## config.mk

```make
export PLATFORM = sky130hd
export DESIGN_NAME = vec_mem_scheduler
export DESIGN_NICKNAME = d
export VERILOG_FILES = /design/src/rtl/vec_mem_scheduler.sv
export SDC_FILE = /design/constraint.sdc
export NUM_CORES = 1
export LEC_CHECK = 0
export BUFFER_PORTS_ARGS = -buffer_cell sky130_fd_sc_hd__buf_4
export CORE_ASPECT_RATIO = 0.75
export CORE_MARGIN = 10
export CORE_UTILIZATION = 31
export CTS_BUF_LIST = sky130_fd_sc_hd__clkbuf_8
export CTS_CLUSTER_DIAMETER = 60
export DETAILED_ROUTE_END_ITERATION = 7
export PLACE_DENSITY = 0.49
export SLEW_MARGIN = 10
export SYNTH_ARGS = -nofsm -noshare
export SYNTH_HDL_FRONTEND = slang
export SYNTH_SLANG_ARGS = --single-unit
```

## constraint.sdc

```tcl
create_clock -name clk -period 9.99 [get_ports clk]
set_input_delay 0.999 -clock clk [delete_from_list [all_inputs] [get_ports clk]]
set_output_delay 0.999 -clock clk [all_outputs]
set_load 0.01 [all_outputs]
```

## src/rtl/vec_mem_scheduler.sv

```systemverilog
// In-order load/store request queue that issues one request at a time to the vector memory unit and waits for its completion.
// Accept->mem_enable is 2 cycles; req_ready = !full from registered occupancy, so a same-cycle dequeue never frees a slot.
module vec_mem_scheduler #(
    parameter  int ADDR_RANGE     = 32768,
    parameter  int DEPTH          = 4,
    parameter  int TIMEOUT_CYCLES = 1024,
    localparam int AW             = $clog2(ADDR_RANGE) + 2,
    localparam int CW             = $clog2(DEPTH) + 1
) (
    input  logic          clk,
    input  logic          rst,
    input  logic          req_valid,
    output logic          req_ready,
    input  logic          req_store,
    input  logic [2:0]    req_sew,
    input  logic [2:0]    req_indexed_sew,
    input  logic [1:0]    req_mode,
    input  logic [AW-1:0] req_addr,
    input  logic [AW-1:0] req_stride,
    input  logic [4:0]    req_dest,
    output logic          mem_enable,
    output logic          mem_load,
    output logic          mem_store,
    output logic [2:0]    mem_sew,
    output logic [2:0]    mem_indexed_sew,
    output logic [1:0]    mem_mode,
    output logic [AW-1:0] mem_addr,
    output logic [AW-1:0] mem_stride,
    output logic [4:0]    mem_dest,
    input  logic          read_done,
    input  logic          store_done,
    input  logic [4:0]    done_id,
    output logic [CW-1:0] outstanding,
    output logic          idle,
    output logic          timeout_error
);
    localparam int PW = (DEPTH > 1) ? $clog2(DEPTH) : 1;
    localparam int WW = $clog2(TIMEOUT_CYCLES) + 1;
    localparam logic [CW-1:0] FULL_CNT = CW'(DEPTH);
    localparam logic [WW-1:0] WD_LAST  = WW'(TIMEOUT_CYCLES - 1);

    typedef struct packed {
        logic          store;
        logic [2:0]    sew;
        logic [2:0]    indexed_sew;
        logic [1:0]    mode;
        logic [AW-1:0] addr;
        logic [AW-1:0] stride;
        logic [4:0]    dest;
    } req_t;

    typedef enum logic [1:0] {
        S_IDLE  = 2'd0,
        S_ISSUE = 2'd1,
        S_WAIT  = 2'd2
    } state_t;

    state_t        state_q, state_d;
    req_t          entries_q [DEPTH];
    req_t          entries_d [DEPTH];
    logic [PW-1:0] wr_ptr_q, wr_ptr_d;
    logic [PW-1:0] rd_ptr_q, rd_ptr_d;
    logic [CW-1:0] count_q, count_d;
    logic [WW-1:0] wd_q, wd_d;
    logic          err_q, err_d;
    req_t          issued_q, issued_d;
    logic          ld_q, ld_d;
    logic          st_q, st_d;

    logic push;
    logic pop;
    logic done_hit;
    logic wd_expire;
    req_t incoming;

    assign incoming = '{store:       req_store,
                        sew:         req_sew,
                        indexed_sew: req_indexed_sew,
                        mode:        req_mode,
                        addr:        req_addr,
                        stride:      req_stride,
                        dest:        req_dest};

    assign push      = req_valid && (count_q != FULL_CNT);
    assign pop       = (state_q == S_IDLE) && (count_q != '0);
    // Type must match the issued op as well as the register id.
    assign done_hit  = ((ld_q && read_done) || (st_q && store_done)) && (done_id == issued_q.dest);
    assign wd_expire = (wd_q == WD_LAST);

    always_ff @(posedge clk or posedge rst) begin
        if (rst) begin
            state_q <= S_IDLE;
        end else begin
            state_q <= state_d;
        end
    end

    always_comb begin
        state_d = state_q;
        case (state_q)
            S_IDLE:  if (count_q != '0) state_d = S_ISSUE;
            S_ISSUE: state_d = S_WAIT;
            S_WAIT:  if (done_hit || wd_expire) state_d = S_IDLE;
            default: state_d = S_IDLE;
        endcase
    end

    always_comb begin
        mem_enable      = (state_q == S_ISSUE);
        mem_load        = ld_q;
        mem_store       = st_q;
        mem_sew         = issued_q.sew;
        mem_indexed_sew = issued_q.indexed_sew;
        mem_mode        = issued_q.mode;
        mem_addr        = issued_q.addr;
        mem_stride      = issued_q.stride;
        mem_dest        = issued_q.dest;
        req_ready       = (count_q != FULL_CNT);
        outstanding     = count_q + CW'(state_q != S_IDLE);
        idle            = (count_q == '0) && (state_q == S_IDLE);
        timeout_error   = err_q;
    end

    always_comb begin
        entries_d = entries_q;
        wr_ptr_d  = wr_ptr_q;
        rd_ptr_d  = rd_ptr_q;
        count_d   = count_q;
        issued_d  = issued_q;
        ld_d      = ld_q;
        st_d      = st_q;
        wd_d      = wd_q;
        err_d     = err_q;

        if (push) begin
            entries_d[wr_ptr_q] = incoming;
            wr_ptr_d            = wr_ptr_q + PW'(1);
        end
        if (pop) begin
            issued_d = entries_q[rd_ptr_q];
            ld_d     = !entries_q[rd_ptr_q].store;
            st_d     = entries_q[rd_ptr_q].store;
            rd_ptr_d = rd_ptr_q + PW'(1);
        end
        if (push && !pop) begin
            count_d = count_q + CW'(1);
        end else if (pop && !push) begin
            count_d = count_q - CW'(1);
        end

        if (state_q == S_ISSUE) begin
            wd_d = '0;
        end else if (state_q == S_WAIT) begin
            wd_d = wd_q + WW'(1);
            // A completion landing in the expiry cycle takes priority over the error.
            if (wd_expire && !done_hit) begin
                err_d = 1'b1;
            end
        end
    end

    always_ff @(posedge clk or posedge rst) begin
        if (rst) begin
            for (int i = 0; i < DEPTH; i++) begin
                entries_q[i] <= '0;
            end
            wr_ptr_q <= '0;
            rd_ptr_q <= '0;
            count_q  <= '0;
            issued_q <= '0;
            ld_q     <= 1'b0;
            st_q     <= 1'b0;
            wd_q     <= '0;
            err_q    <= 1'b0;
        end else begin
            entries_q <= entries_d;
            wr_ptr_q  <= wr_ptr_d;
            rd_ptr_q  <= rd_ptr_d;
            count_q   <= count_d;
            issued_q  <= issued_d;
            ld_q      <= ld_d;
            st_q      <= st_d;
            wd_q      <= wd_d;
            err_q     <= err_d;
        end
    end

endmodule

```

==> impl_metrics.toml <==
[status]
status = "completed"

[pwr]
switchingPower_mw = 0.9881
leakage_nw = 6.590
peakVddDrop_v = 0.0001209
p_int_mw = 2.747
p_sw_share_pct = 26.45
seqPwrFrac_pct = 44.9
p_per_area_nw_per_um2 = 268.9
p_clk_share_pct = 27.5
share_comb_of_total_power_pct = 27.6

[placement]
portBuffers = 113
gp_congestion = 0.6670
place_area_um2 = 12910
dp.cells = 1370
dp_hpwl_um = 15250

[timing]
min_period_ns = 2.976
setup_violations = 0
rsz0062_at_grt = "false"
hold_violations = 0
setup_tns_ns = 0
skew_ns = 0.02009
fmax_mhz = 336.0
tightest_slew_ns = 1.003
period_share_pct = 29.79
holdWs_ns = 0.4729
slew_violations = 0
relSlewSlack_pct = 33.10

[critical_path]
cp-start-kind = "flip-flop"
worstSetupEndpointType = "primary output"
path_class = "flip-flop to primary output"
crit_required_ns = 8.99
crit_arrival_ns = 1.98
reg2reg_depth = 10
worst-path-max-fanout = 3

[clock_tree]
clockRootBuffer = "clkbuf_8"
cts_buffer_depth = 3
clk_pin_slew_worst_paths_ns = 0.06
cts_tree = "yes"
clock_latency_ns = 0.57
htreeDepth = 2
cts_resized = 0
cts_buffers = 45
post_cts_buffers = 0
hold_buffers = 0
clock-sinks = 262

[grt]
grt_pass1_wl_um = 43260
antenna_found_initial = 0
grt_max_degree = 122
gr-total-overflow = 0
grt_pass1_vias = 7250
grt.total_usage_pct = 11.86

[detailed_routing]
num_vias = 6610
wl_per_cell_um = 18.63
drcViolationCount = 0
drt-initial-drc-count = 311
viasPerCell = 4.552
ant_nets = 0
drt_wl_total_um = 27050
drt_first_pass_iters = 6

[floorplan]
dieWidth_um = 243.9
start_util_pct = 31.42
core_area_um2 = 37090
io_pins = 114
die_area_um2 = 45840
rows = 61
die_h_um = 187.9

[flow_run]
max-cap-violations = 0

[worst_hold_path]
holdPathStages = 2
holdCritPathClass = "flip-flop to flip-flop"

[logic_synthesis]
synth_seq_area_share_pct = 56.25
synthSimpleGateAreaFrac_pct = 6.773
synth.top_cell.area_share_pct = 56.25
synth-xor-area-share_pct = 1.277
ys_dominant_reg_cell = "dfrtp_1"
synthesis.nets = 860
synth_top_family_by_area = "multiplexers"
synth_adder_area_share_pct = 1.353
synth_compound_area_share_pct = 0.8909
synthMuxAreaShare_pct = 30.69
synth_cell_types = 38
async_flop_share_pct = 100.0
yosysTopAreaCell = "dfrtp_1"
synth_edf_count = 0
synthCells = 790
synth_area_leaders = "dfrtp_1, mux2_2, mux2_4"
synth_seq_cells = 262
synth_area_um2 = 11660
yosysWarnings = 0
avgSynthCellArea_um2 = 14.75

[final_layout]
diodes = 0
fin_nets = 983
final_layout_size_suffix_gt1_share_pct = 47.15
stdcell_count = 1452
layout_commonest_cell = "dfrtp_1"
synthToLayoutAreaGrowth_pct = 19.16
design_area_um2 = 13890
finish.utilization_pct = 37.45
layout_common_cells = "dfrtp_1, nand2_1, buf_4"
## power by group through the flow
stage | Sequential [mW] | Clock, mW | Combinational [mW]
finish | 1.68 | 1.03 | 1.03
global route | 1.73 | 1.12 | 1.12
CTS | 1.68 | 1.07 | 1.05
detailed placement | 1.69 | 0 | 1.05
global placement | 1.69 | 0 | 1.02
floorplan | 1.63 | 0 | 0.907
## metal layers
metal	wire [µm]	part of all wire [%]	up-vias	global-route usage, %
met4	423	1.6	0	3.290
met5	0	0	-	0
met3	1327	4.9	39	3.252
li1	-	-	3015	-
met1	13470	50	3435	16.63
met2	11830	44	121	17.57
## layout make-up
cell class                 count  area (µm²)
clock inverter                17       80.08
fill                        3600       23200
inverter                      10       45.04
clock buffer                  65       894.6
tap                          504       630.6
sequential                   262        6561
timing repair buffer         119       893.4
multi-input combinational    475        4785
## critical path: stages, from the launching register on
cell and delay (ns):
dfrtp_1 0.38, inv_1 0.10, ha_1 0.19, inv_1 0.09
ha_1 0.20, ha_1 0.18, xor2_1 0.13, buf_4 0.15
## cell usage after synthesis (all sizes together), types with 2 or more instances
master and count:
mux2 195, xnor2 8, clkbuf 14, a21oi 2, and2 3, or3 3
nand4 2, mux4 48, xor2 9, o21ai 7, nor2 10, dfrtp 262
buf 29, and3 2, nor3 2, nand3 2, inv 9, nand2 160
ha 11
## final timing paths
check	startpoint	to	slack, ns
max	state_q[0]$_DFFE_PP0P_	outstanding[2]	7.01
min	mem_addr[6]$_DFFE_PP0P_	mem_addr[6]$_DFFE_PP0P_	0.47
max reg2reg	state_q[0]$_DFFE_PP0P_	count_q[1]$_DFFE_PP0P_	7.34
min reg2reg	mem_addr[6]$_DFFE_PP0P_	mem_addr[6]$_DFFE_PP0P_	0.47
max in group asynchronous	rst	entries_q[75]$_DFFE_PP0P_	7.82
min in group asynchronous	rst	mem_stride[16]$_DFFE_PP0P_	0.63
## stage by stage
step	power [mW]	setup slack, ns
2_1_floorplan	2.534	1.779
3_3_place_gp	2.715	7.125
3_5_place_dp	2.736	7.139
4_1_cts	3.798	6.941
5_1_grt	3.972	6.845
6_report	3.735	7.014
## registers in the layout (all words and copies together), names as in the netlist
| name | cells |
|---|---|
| mem_addr | 17 |
| timeout_error | 1 |
| mem_store | 1 |
| state_q | 2 |
| rd_ptr_q | 2 |
| mem_sew | 3 |
| mem_dest | 5 |
| mem_stride | 17 |
| mem_indexed_sew | 3 |
| entries_q | 192 |
| wd_q | 11 |
| wr_ptr_q | 2 |
| mem_load | 1 |
| mem_mode | 2 |
| count_q | 3 |
## kinds of logic after synthesis
| logic type | count (synthesis) |
|---|---|
| xor+xnor | 17 |
| buf+inv | 53 |
| simple gates | 188 |
| compound gates | 15 |
| fa+ha+maj | 12 |
| flops | 262 |
| mux | 243 |
No activity file was read; power rests on OpenSTA's default activity.
